===== config.mk =====
export PLATFORM = sky130hd
export DESIGN_NAME = pc_sequencer
export DESIGN_NICKNAME = d
export VERILOG_FILES = /design/src/rtl/pc_sequencer.sv
export SDC_FILE = /design/constraint.sdc
export NUM_CORES = 1
export LEC_CHECK = 0
export CORE_ASPECT_RATIO = 0.6
export CORE_MARGIN = 3
export CORE_UTILIZATION = 40
export CTS_BUF_LIST = sky130_fd_sc_hd__clkbuf_4 sky130_fd_sc_hd__clkbuf_8
export DETAILED_ROUTE_END_ITERATION = 10
export PLACE_DENSITY_LB_ADDON = 0.1
export SLEW_MARGIN = 20
export SYNTH_ARGS = -nofsm -noshare
export SYNTH_HDL_FRONTEND = slang
export SYNTH_SLANG_ARGS = --single-unit

===== constraint.sdc =====
create_clock -name Clk -period 2.4 [get_ports Clk]
set_input_delay 0.36 -clock Clk [delete_from_list [all_inputs] [get_ports Clk]]
set_output_delay 0.36 -clock Clk [all_outputs]
set_load 0.03 [all_outputs]

===== src/rtl/pc_sequencer.sv =====
// Fetch-stage program-counter sequencer: owns the PC register and picks the next PC
// (increment, absolute LUT branch, hold, halt). It also brackets each run with a start/done handshake.
module pc_sequencer #(
  parameter int D          = 12,
  parameter int START_ADDR = 0,
  parameter int CNT_W      = 16
) (
  input  logic             Clk,
  input  logic             Reset_n,
  input  logic             start,
  input  logic             stall,
  input  logic             halt_req,
  input  logic             branch_en,
  input  logic             branch_taken,
  input  logic [4:0]       branch_sel,
  output logic [4:0]       lut_addr,
  input  logic [D-1:0]     lut_target,
  output logic [D-1:0]     pc,
  output logic             running,
  output logic             done,
  output logic [CNT_W-1:0] cycle_cnt,
  output logic [1:0]       dbg_state
);

  typedef enum logic [1:0] {
    IDLE = 2'd0,
    RUN  = 2'd1,
    HALT = 2'd2
  } state_t;

  localparam logic [D-1:0] START_PC = D'(START_ADDR);

  state_t           state_q, state_d;
  logic [D-1:0]     pc_q, pc_d;
  logic [CNT_W-1:0] cnt_q, cnt_d;
  logic             running_q, done_q;

  // Handshake: start is a level. It is accepted on any rising edge where it is high in
  // IDLE or HALT (RUN ignores it). done then rises when a halt is accepted and stays high
  // until the next accepted start. There is no back-pressure on either side.
  always_comb begin
    state_d = state_q;
    pc_d    = pc_q;
    cnt_d   = cnt_q;
    case (state_q)
      IDLE, HALT: begin
        if (start) begin
          state_d = RUN;
          pc_d    = START_PC;
          cnt_d   = '0;
        end
      end
      RUN: begin
        // Every RUN cycle counts, including stalls and the halt-accept cycle.
        cnt_d = (cnt_q == {CNT_W{1'b1}}) ? cnt_q : cnt_q + 1'b1;
        if (stall) begin
          pc_d = pc_q;
        end else if (halt_req) begin
          state_d = HALT;
        end else if (branch_en && branch_taken) begin
          pc_d = lut_target;
        end else begin
          pc_d = pc_q + 1'b1;
        end
      end
      default: begin
        state_d = IDLE;
      end
    endcase
  end

  always_ff @(posedge Clk or negedge Reset_n) begin
    if (!Reset_n) begin
      state_q   <= IDLE;
      pc_q      <= '0;
      cnt_q     <= '0;
      running_q <= 1'b0;
      done_q    <= 1'b0;
    end else begin
      state_q   <= state_d;
      pc_q      <= pc_d;
      cnt_q     <= cnt_d;
      running_q <= (state_d == RUN);
      done_q    <= (state_d == HALT);
    end
  end

  assign lut_addr  = branch_sel;
  assign pc        = pc_q;
  assign running   = running_q;
  assign done      = done_q;
  assign cycle_cnt = cnt_q;
  assign dbg_state = state_q;

endmodule


==> qor.yml, run 1 <==
outcome:
  status: "finished clean"
worst_hold_path:
  hold_path_class: "in -> async"
routing:
  ant_nets: 0
  wl_per_cell_um: 15.6
  dr.pass1.iters: 4
  drc: 0
  drt_iter0_drc: 157
  wl_um: 4990
  vias: 1804
  vias_per_cell: 5.64
global_route:
  grt_pass1_vias: 1564
  busiest_layer: "met1"
  met3_usage: 0.0520
  grt_use_met1: 0.342
  antenna_found_initial: 0
  overflow: 0
  grt_usage: 0.193
  grt_start_max_net_pins: 33
  grt_first_pass_wirelength_um: 8260
  met2_usage: 0.202
pwr:
  intPower_mw: 1.49
  power_switching_mw: 1.19
  pwr-share-comb: 0.485
  p_leak_nw: 1.04
  power_density_nw_per_um2: 1060
  p_sw_frac: 0.444
  seq_power_share: 0.348
  peakVddDrop_uv: 504
  power_mw: 2.68
  clkPwrFrac: 0.167
clocking:
  clk_pin_slew_ns: 0.06
  cts_root_buffer: "clkbuf_8"
  clock_latency_ns: 0.28
  tritoncts: "built"
  hold_buffers: 0
  cts_max_level: 2
  numClockSinks: 32
  clockBufferDepth: 2
  postCtsSetupBuffers: 0
  cts_resized: 0
  cts_buffers: 5
die:
  core_um2: 4350
  die_h_um: 59.4
  die_area_um2: 5650
  die_x_um: 95.0
  start_util: 0.438
  io_pins: 61
  rows: 18
worst_setup_path:
  cpPeakStageDelay_ns: 0.59
  critPathLaunchType: "primary input"
  worstPathMaxFanout: 7
  cp.required_ns: 2.57
  path_class: "in -> reg"
  crit_slowest_cell: "or4b_1"
  cp.arrival_ns: 2.03
  crit_path_end_kind: "register"
  crit_chain: "clkdlybuf4s50_1 -> or4b_1 -> nand2_1 -> o21ai_0 -> a22o_1"
cells_and_area:
  area_growth_pct: 33.1
  fillerInstances: 390
  finalNetCount: 285
  finish.utilization: 0.583
  postLayoutCellArea_um2: 2530
  final_cell_count_no_fill: 320
  n_antenna_cell: 0
  drive_above_1_share: 0.0769
synth:
  async_reset_ff_frac: 1.00
  yosysSeqAreaShare: 0.421
  synthCells: 211
  ys_seq_elements: 32
  synth_nets: 237
  synth.distinct_cells: 46
  syn_area_um2: 1900
  yosysWarnings: 0
  synth_ff_type: "dfrtp_1"
  synth_edf_count: 0
  synth_area_per_cell_um2: 9.02
timing:
  slew-limit-headroom: 0.730
  holdWs_ns: 0.479
  clock.fmax_mhz: 538
  min_period_ns: 1.86
  finClkSkew_ns: 0.00221
  rsz0062_at_grt: "false"
  slew_viol_final: 0
  tightest_slew_ns: 0.405
  fin_ws_ns: 0.540
  finalCritPeriodShare: 0.775
  setup_viol: 0
  finalHoldViolations: 0
  setup_tns_ns: 0
placement:
  postPlaceCellArea_um2: 2440
  gp_congestion: 0.764
  hpwlAfterDp_um: 3700
  numPlacedInstances: 312
  port_buffers: 50
  place_ws_ns: 0.272
flow_run:
  cap_violations: 0
-- state kept, by name, indices dropped and copies added (netlist names) --
| register | cells |
|---|---|
| dbg_state | 2 |
| done | 1 |
| running | 1 |
| pc | 12 |
| cycle_cnt | 16 |
-- power by group through the flow --
stage / logic, mW / clock network, mW / registers [mW]
4_1_cts: 1.30 / 0.458 / 0.931
3_3_place_gp: 1.29 / 0 / 0.936
2_1_floorplan: 0.518 / 0 / 1.20
6_report: 1.30 / 0.447 / 0.935
5_1_grt: 1.41 / 0.485 / 0.970
3_5_place_dp: 1.30 / 0 / 0.937
-- Yosys cell counts (4+ instances only) --
library cell | number | area (um^2)
a21oi_1 | 6 | 30.0
a22o_1 | 5 | 43.8
a31oi_1 | 8 | 50.1
and3_1 | 9 | 56.3
buf_4 | 5 | 37.5
clkbuf_1 | 7 | 26.3
dfrtp_1 | 32 | 801
inv_1 | 11 | 41.3
nand2_1 | 17 | 63.8
nand3_1 | 7 | 35.0
nand4_1 | 9 | 56.3
nor2_1 | 12 | 45.0
nor3_1 | 4 | 20.0
o211ai_1 | 8 | 60.1
o21ai_0 | 14 | 70.1
o2bb2ai_1 | 6 | 52.6
o31ai_1 | 4 | 30.0
-- logic make-up after synthesis --
| family | Yosys count | share of synthesized area |
|---|---|---|
| compound gates | 67 | 0.240 |
| flops | 32 | 0.421 |
| simple gates | 81 | 0.244 |
| mux | 2 | 0.0105 |
| fa+ha+maj | 2 | 0.0131 |
| buf+inv | 27 | 0.0717 |
-- worst max-delay path: cells and delay by family --
kind | cells | cell delay [ns]
buffers and inverters | 1 | 0.45
AND/OR/NAND/NOR | 2 | 0.84
AO/OA/AOI/OAI | 2 | 0.37
-- cell usage in the layout, fill, tap and decap left out, types with 2 or more instances in the layout --
cell	count
clkdlybuf4s50_1	50
a2bb2oi_1	2
dfrtp_1	32
nor4_1	2
clkbuf_4	2
and3_1	9
nand2b_1	3
a22oi_1	3
and2_1	2
a21oi_1	6
nor2_1	12
nor3_1	4
nand2_1	17
buf_4	7
mux2i_1	2
o211ai_1	8
o22ai_1	3
nand3_1	7
and4_1	2
ha_1	2
nand4_1	9
or3_1	3
clkbuf_8	6
a21boi_0	3
a31oi_1	8
o21ai_0	14
or4_1	2
inv_1	11
o31ai_1	4
o2bb2ai_1	6
a22o_1	5
-- cell type report --
class	instances	area, um^2	share of cell area
inverters	11	41.3	0.0163
clock buffers	8	97.6	0.0385
multi-input cells	152	966	0.381
repair buffers	57	553	0.218
well taps	60	75.1	0.0296
flip-flops and latches	32	801	0.316
-- worst paths after layout --
path / cells after the start / slack [ns] / endpoint / startpoint
setup / recovery: 5 / 0.54 / pc[9] / halt_req
hold / removal: 2 / 0.48 / pc[7] / Reset_n
setup reg to reg: 6 / 0.59 / cycle_cnt[8] / cycle_cnt[0]
hold reg to reg: 1 / 0.54 / cycle_cnt[10] / cycle_cnt[10]
max in group asynchronous: 2 / 1.63 / cycle_cnt[12] / Reset_n
min in group Clk: 1 / 0.54 / cycle_cnt[10] / cycle_cnt[10]
-- layer usage --
metal | routed length (um) | share of wire
met2 | 1700 | 0.34
met3 | 487 | 0.098
met5 | 0 | 0
met1 | 2760 | 0.55
met4 | 53 | 0.011
Note: power is estimated with default switching activity, not from simulation.
==> run 2: changes to the inputs <==
==> constraint.sdc (replaced) <==
create_clock -name Clk -period 1.85 [get_ports Clk]
set_input_delay 0.2775 -clock Clk [delete_from_list [all_inputs] [get_ports Clk]]
set_output_delay 0.2775 -clock Clk [all_outputs]
set_load 0.03 [all_outputs]
==> run 2 against run 1 <==
- count of clock-buffer cells in the layout is 1 lower
- via count is 3.2% higher
- clock power is 67% higher
- critical endpoint is now cycle_cnt[9]
- combinational power is 34% higher
- clock skew is 0.0045 ns higher
- non-clock buffer count is 5 higher
- wire length is 2.0% higher
==> qor.yml, run 2 (synthesis gave the netlist of run 1 again) <==
worst_setup_path:
  critPathLaunchType: "register"
  crit_path_end_kind: "output port"
  cp.arrival_ns: 1.51
  crit_chain: "clkdlybuf4s50_1"
  cp_top_family: "buffers and inverters"
  critical_path_buf_inv_count: 1
  cpPeakStageDelay_ns: 0.72
  cp.required_ns: 1.57
  path_class: "reg -> out"
  worstPathMaxFanout: 8
  crit_slowest_cell: "clkdlybuf4s50_1"
pwr:
  power_density_nw_per_um2: 1410
  p_leak_nw: 1.07
  peakVddDrop_uv: 726
placement:
  gp_congestion: 0.753
  hpwlAfterDp_um: 3710
  port_buffers: 50
  postPlaceCellArea_um2: 2490
routing:
  wl_um: 5100
  vias_per_cell: 5.73
  drc: 0
  vias: 1861
  ant_nets: 0
  dr.pass1.iters: 5
  drt_iter0_drc: 141
  wl_per_cell_um: 15.7
clocking:
  clockBufferDepth: 2
  tritoncts: "built"
  clock_latency_ns: 0.29
  cts_max_level: 2
  numClockSinks: 32
  cts_root_buffer: "clkbuf_8"
  postCtsSetupBuffers: 0
  cts_buffers: 5
  clk_pin_slew_ns: 0.07
cells_and_area:
  finalNetCount: 290
  drive_above_1_share: 0.113
  area_growth_pct: 37.7
  n_antenna_cell: 0
  final_common_cell: "clkdlybuf4s50_1"
  postLayoutCellArea_um2: 2620
  largest_register_ffs: 16
  layout_common_cells: "50 x clkdlybuf4s50_1, 28 x dfrtp_1, 17 x nand2_1, 14 x o21ai_0, 12 x nor2_1"
  fillerInstances: 379
timing:
  rsz0062_at_grt: "false"
  min_period_ns: 1.79
  finalCritPeriodShare: 0.965
  clock.fmax_mhz: 560
  slew-limit-headroom: 0.728
  finalHoldViolations: 0
  setup_viol: 0
  setup_tns_ns: 0
  tightest_slew_ns: 0.409
  slew_viol_final: 0
  finClkSkew_ns: 0.00666
worst_hold_path:
  hold_path_class: "in -> async"
global_route:
  overflow: 0
  grt_pass1_vias: 1611
  grt_first_pass_wirelength_um: 8250
  grt_usage: 0.193
  antenna_found_initial: 0
  grt_start_max_net_pins: 33
outcome:
  status: "finished clean"
die:
  die_x_um: 95.0
  die_area_um2: 5650
  core_um2: 4350
  rows: 18
  io_pins: 61
  start_util: 0.438
  die_h_um: 59.4
flow_run:
  cap_violations: 0
-- run 2: cell count changes in the layout (fill, tap and decap cells not counted), moves of 2 or more --
cell      before  now
dfrtp_2        0    4
dfrtp_1       32   28
buf_4          7   11
clkbuf_4       2    0
-- run 2: worst paths after layout --
check,from,end,slack [ns],depth (start not counted)
min in group Clk,cycle_cnt[10],cycle_cnt[10],0.54,1
max reg2reg,dbg_state[1],pc[7],0.17,4
min,Reset_n,pc[11],0.38,2
max in group asynchronous,Reset_n,cycle_cnt[0],1.14,2
min reg2reg,cycle_cnt[10],cycle_cnt[10],0.54,1
max,cycle_cnt[9],cycle_cnt[9],0.06,1
-- run 2: final cells by class --
class | count | area (um^2) | area share
inverters | 11 | 41.3 | 0.0158
multi-input cells | 152 | 968 | 0.370
flip-flops and latches | 32 | 806 | 0.308
repair buffers | 62 | 603 | 0.230
well taps | 60 | 75.1 | 0.0287
clock buffers | 7 | 96.3 | 0.0368
clock inverters | 1 | 30.0 | 0.0115
-- run 2: per-stage QoR --
| step | util | worst slack [ns] | hold slack [ns] | instances | power, mW |
|---|---|---|---|---|---|
| global placement | 0.573 | -0.116 | 0.536 | 317 | 2.93 |
| floorplan | - | 0.0233 | -0.0181 | 211 | 2.24 |
| CTS | 0.602 | 0.0531 | 0.402 | 325 | 3.71 |
| global route | 0.603 | 0.00792 | 0.416 | 325 | 3.92 |
| finish | 0.603 | 0.0639 | 0.382 | 325 | 3.70 |
| detailed placement | 0.573 | -0.126 | 0.523 | 317 | 2.95 |
-- run 2: power by group --
part | total, mW | switching, mW | internal (mW)
clock network | 0.746 | 0.271 | 0.475
logic | 1.74 | 1.01 | 0.726
registers | 1.22 | 0.301 | 0.914
total | 3.70 | 1.58 | 2.12
-- run 2: layer usage --
metal	up-vias	GRT usage	wire [um]
met5	-	0	0
met4	0	0.0739	78
met3	12	0.0470	455
met2	85	0.234	1860
met1	865	0.315	2700
li1	899	-	-
-- run 2: timing repair --
| action | in CTS | in global routing |
|---|---|---|
| endpoints found under the setup margin | 0 | 14 |
| hold buffers | 0 | 0 |
| resized for setup | 0 | 1 |
==> run 3: changes to the inputs <==
--- a/config.mk
+++ b/config.mk
@@ -10,7 +10,7 @@
 export CORE_UTILIZATION = 40
 export CTS_BUF_LIST = sky130_fd_sc_hd__clkbuf_4 sky130_fd_sc_hd__clkbuf_8
 export DETAILED_ROUTE_END_ITERATION = 10
-export PLACE_DENSITY_LB_ADDON = 0.1
+export PLACE_DENSITY = 0.71
 export SLEW_MARGIN = 20
 export SYNTH_ARGS = -nofsm -noshare
 export SYNTH_HDL_FRONTEND = slang
==> run 3 against run 2 <==
- global-route usage about the same
- clock skew about the same
- wire length increased by 1.8%
- total power decreased by 5.6%
- non-clock buffer count increased by 3
- die area unchanged
- utilization decreased by 0.26 points
- critical path depth increased by 4
- via count decreased by 0.38%
- sequential power about the same
- sequential share of layout area increased by 0.13 points
- combinational power about the same
- critical path type is now in -> reg
==> qor.yml, run 3 (synthesis gave the netlist of run 1 again) <==
worst_setup_path:
  crit_path_end_kind: "register"
  crit_chain: "clkdlybuf4s50_1 -> or4b_1 -> nand2_1 -> o21ai_0 -> a22o_1"
  cp_top_family: "simple AND/OR/NAND/NOR gates"
  startpoint: "stall"
  cp.arrival_ns: 1.95
  cpPeakStageDelay_ns: 0.61
  worstPathMaxFanout: 7
  r2r-start: "dbg_state[1]"
  cp.required_ns: 2.02
  path_class: "in -> reg"
  critical_path_buf_inv_count: 1
  crit_slowest_cell: "or4b_1"
  critPathLaunchType: "primary input"
routing:
  wl_per_cell_um: 15.8
  wl_um: 5190
  ant_nets: 0
  vias_per_cell: 5.65
  dr.pass1.iters: 5
  vias: 1854
  drt_iter0_drc: 174
  drc: 0
pwr:
  intPower_mw: 1.94
  power_switching_mw: 1.55
  pwr-share-comb: 0.494
  seq_power_share: 0.349
  p_leak_nw: 1.07
  power_density_nw_per_um2: 1340
  clkPwrFrac: 0.157
  power_mw: 3.49
  peakVddDrop_uv: 866
  p_sw_frac: 0.445
timing:
  finalCritPeriodShare: 0.965
  finClkSkew_ns: 0.00643
  slew-limit-headroom: 0.608
  slew_viol_final: 0
  min_period_ns: 1.79
  finalHoldViolations: 0
  clock.fmax_mhz: 560
  rsz0062_at_grt: "false"
  setup_viol: 0
  tightest_slew_ns: 0.582
die:
  die_h_um: 59.4
  io_pins: 61
  start_util: 0.438
  core_um2: 4350
  die_x_um: 95.0
  die_area_um2: 5650
  rows: 18
cells_and_area:
  fillerInstances: 382
  largest_register_ffs: 16
  seq_area_um2: 806
  postLayoutCellArea_um2: 2610
  drive_above_1_share: 0.123
  multi_input_area_um2: 968
  area_growth_pct: 37.1
  layout_common_cells: "50 x clkdlybuf4s50_1, 28 x dfrtp_1, 17 x nand2_1, 14 x o21ai_0, 14 x buf_4"
  final_common_cell: "clkdlybuf4s50_1"
  finalNetCount: 293
  n_antenna_cell: 0
placement:
  gp_congestion: 0.826
  hpwlAfterDp_um: 3910
  postPlaceCellArea_um2: 2510
  port_buffers: 50
clocking:
  clock_latency_ns: 0.28
  cts_buffers: 5
  clk_pin_slew_ns: 0.07
  tritoncts: "built"
  numClockSinks: 32
  cts_resized: 0
  postCtsSetupBuffers: 0
  cts_max_level: 2
  hold_buffers: 0
  clockBufferDepth: 2
  cts_root_buffer: "clkbuf_8"
global_route:
  antenna_found_initial: 0
  grt_usage: 0.194
  grt_start_max_net_pins: 33
  grt_first_pass_wirelength_um: 8440
  overflow: 0
  grt_pass1_vias: 1705
worst_hold_path:
  hold_path_class: "in -> async"
outcome:
  status: "finished clean"
flow_run:
  cap_violations: 0
[run 3: cell types whose count changed in the layout (fill, tap and decap cells not counted), sizes merged]
| cell | before | now |
|---|---|---|
| buf | 12 | 15 |
| clkinv | 0 | 2 |
| bufinv | 1 | 0 |
| clkbuf | 7 | 6 |
[run 3: layout make-up]
type / count / area share
Multi-Input combinational cell: 152 / 0.371
Tap cell: 60 / 0.0288
Clock inverter: 2 / 0.00384
Clock buffer: 6 / 0.0317
Timing Repair Buffer: 65 / 0.240
Sequential cell: 32 / 0.309
Inverter: 11 / 0.0158
[run 3: final timing paths]
path                                 end  slack [ns]  cells after the start
min                                pc[2]        0.40                      2
min reg2reg                cycle_cnt[10]        0.54                      1
min in group Clk           cycle_cnt[10]        0.54                      1
max in group asynchronous   cycle_cnt[1]        1.13                      2
max reg2reg                        pc[7]        0.10                      4
max                                pc[7]        0.06                      5
[run 3: stage by stage]
stage | std cells | hold slack [ns] | setup TNS, ns | worst slack (ns) | util
after floorplan | 211 | -0.0181 | 0 | 0.0233 | -
after global placement | 320 | 0.530 | -0.925 | -0.148 | 0.578
after CTS | 328 | 0.414 | 0 | 0.0673 | 0.600
after detailed placement | 320 | 0.532 | -1.28 | -0.210 | 0.578
final | 328 | 0.404 | 0 | 0.0646 | 0.600
after global routing | 328 | 0.447 | 0 | 0.00870 | 0.600
[run 3: layer usage]
layer,up-vias,share of wire,track usage
met5,-,0,0
met4,0,0.0027,0.0246
met3,2,0.079,0.0635
met2,77,0.38,0.259
met1,869,0.53,0.305
li1,906,-,-
[run 3: power groups by stage]
stage | clock network [mW] | logic [mW] | registers [mW]
2_1_floorplan | 0 | 0.672 | 1.57
3_3_place_gp | 0 | 1.71 | 1.22
3_5_place_dp | 0 | 1.72 | 1.22
4_1_cts | 0.568 | 1.73 | 1.21
5_1_grt | 0.610 | 1.86 | 1.26
6_report | 0.548 | 1.72 | 1.22
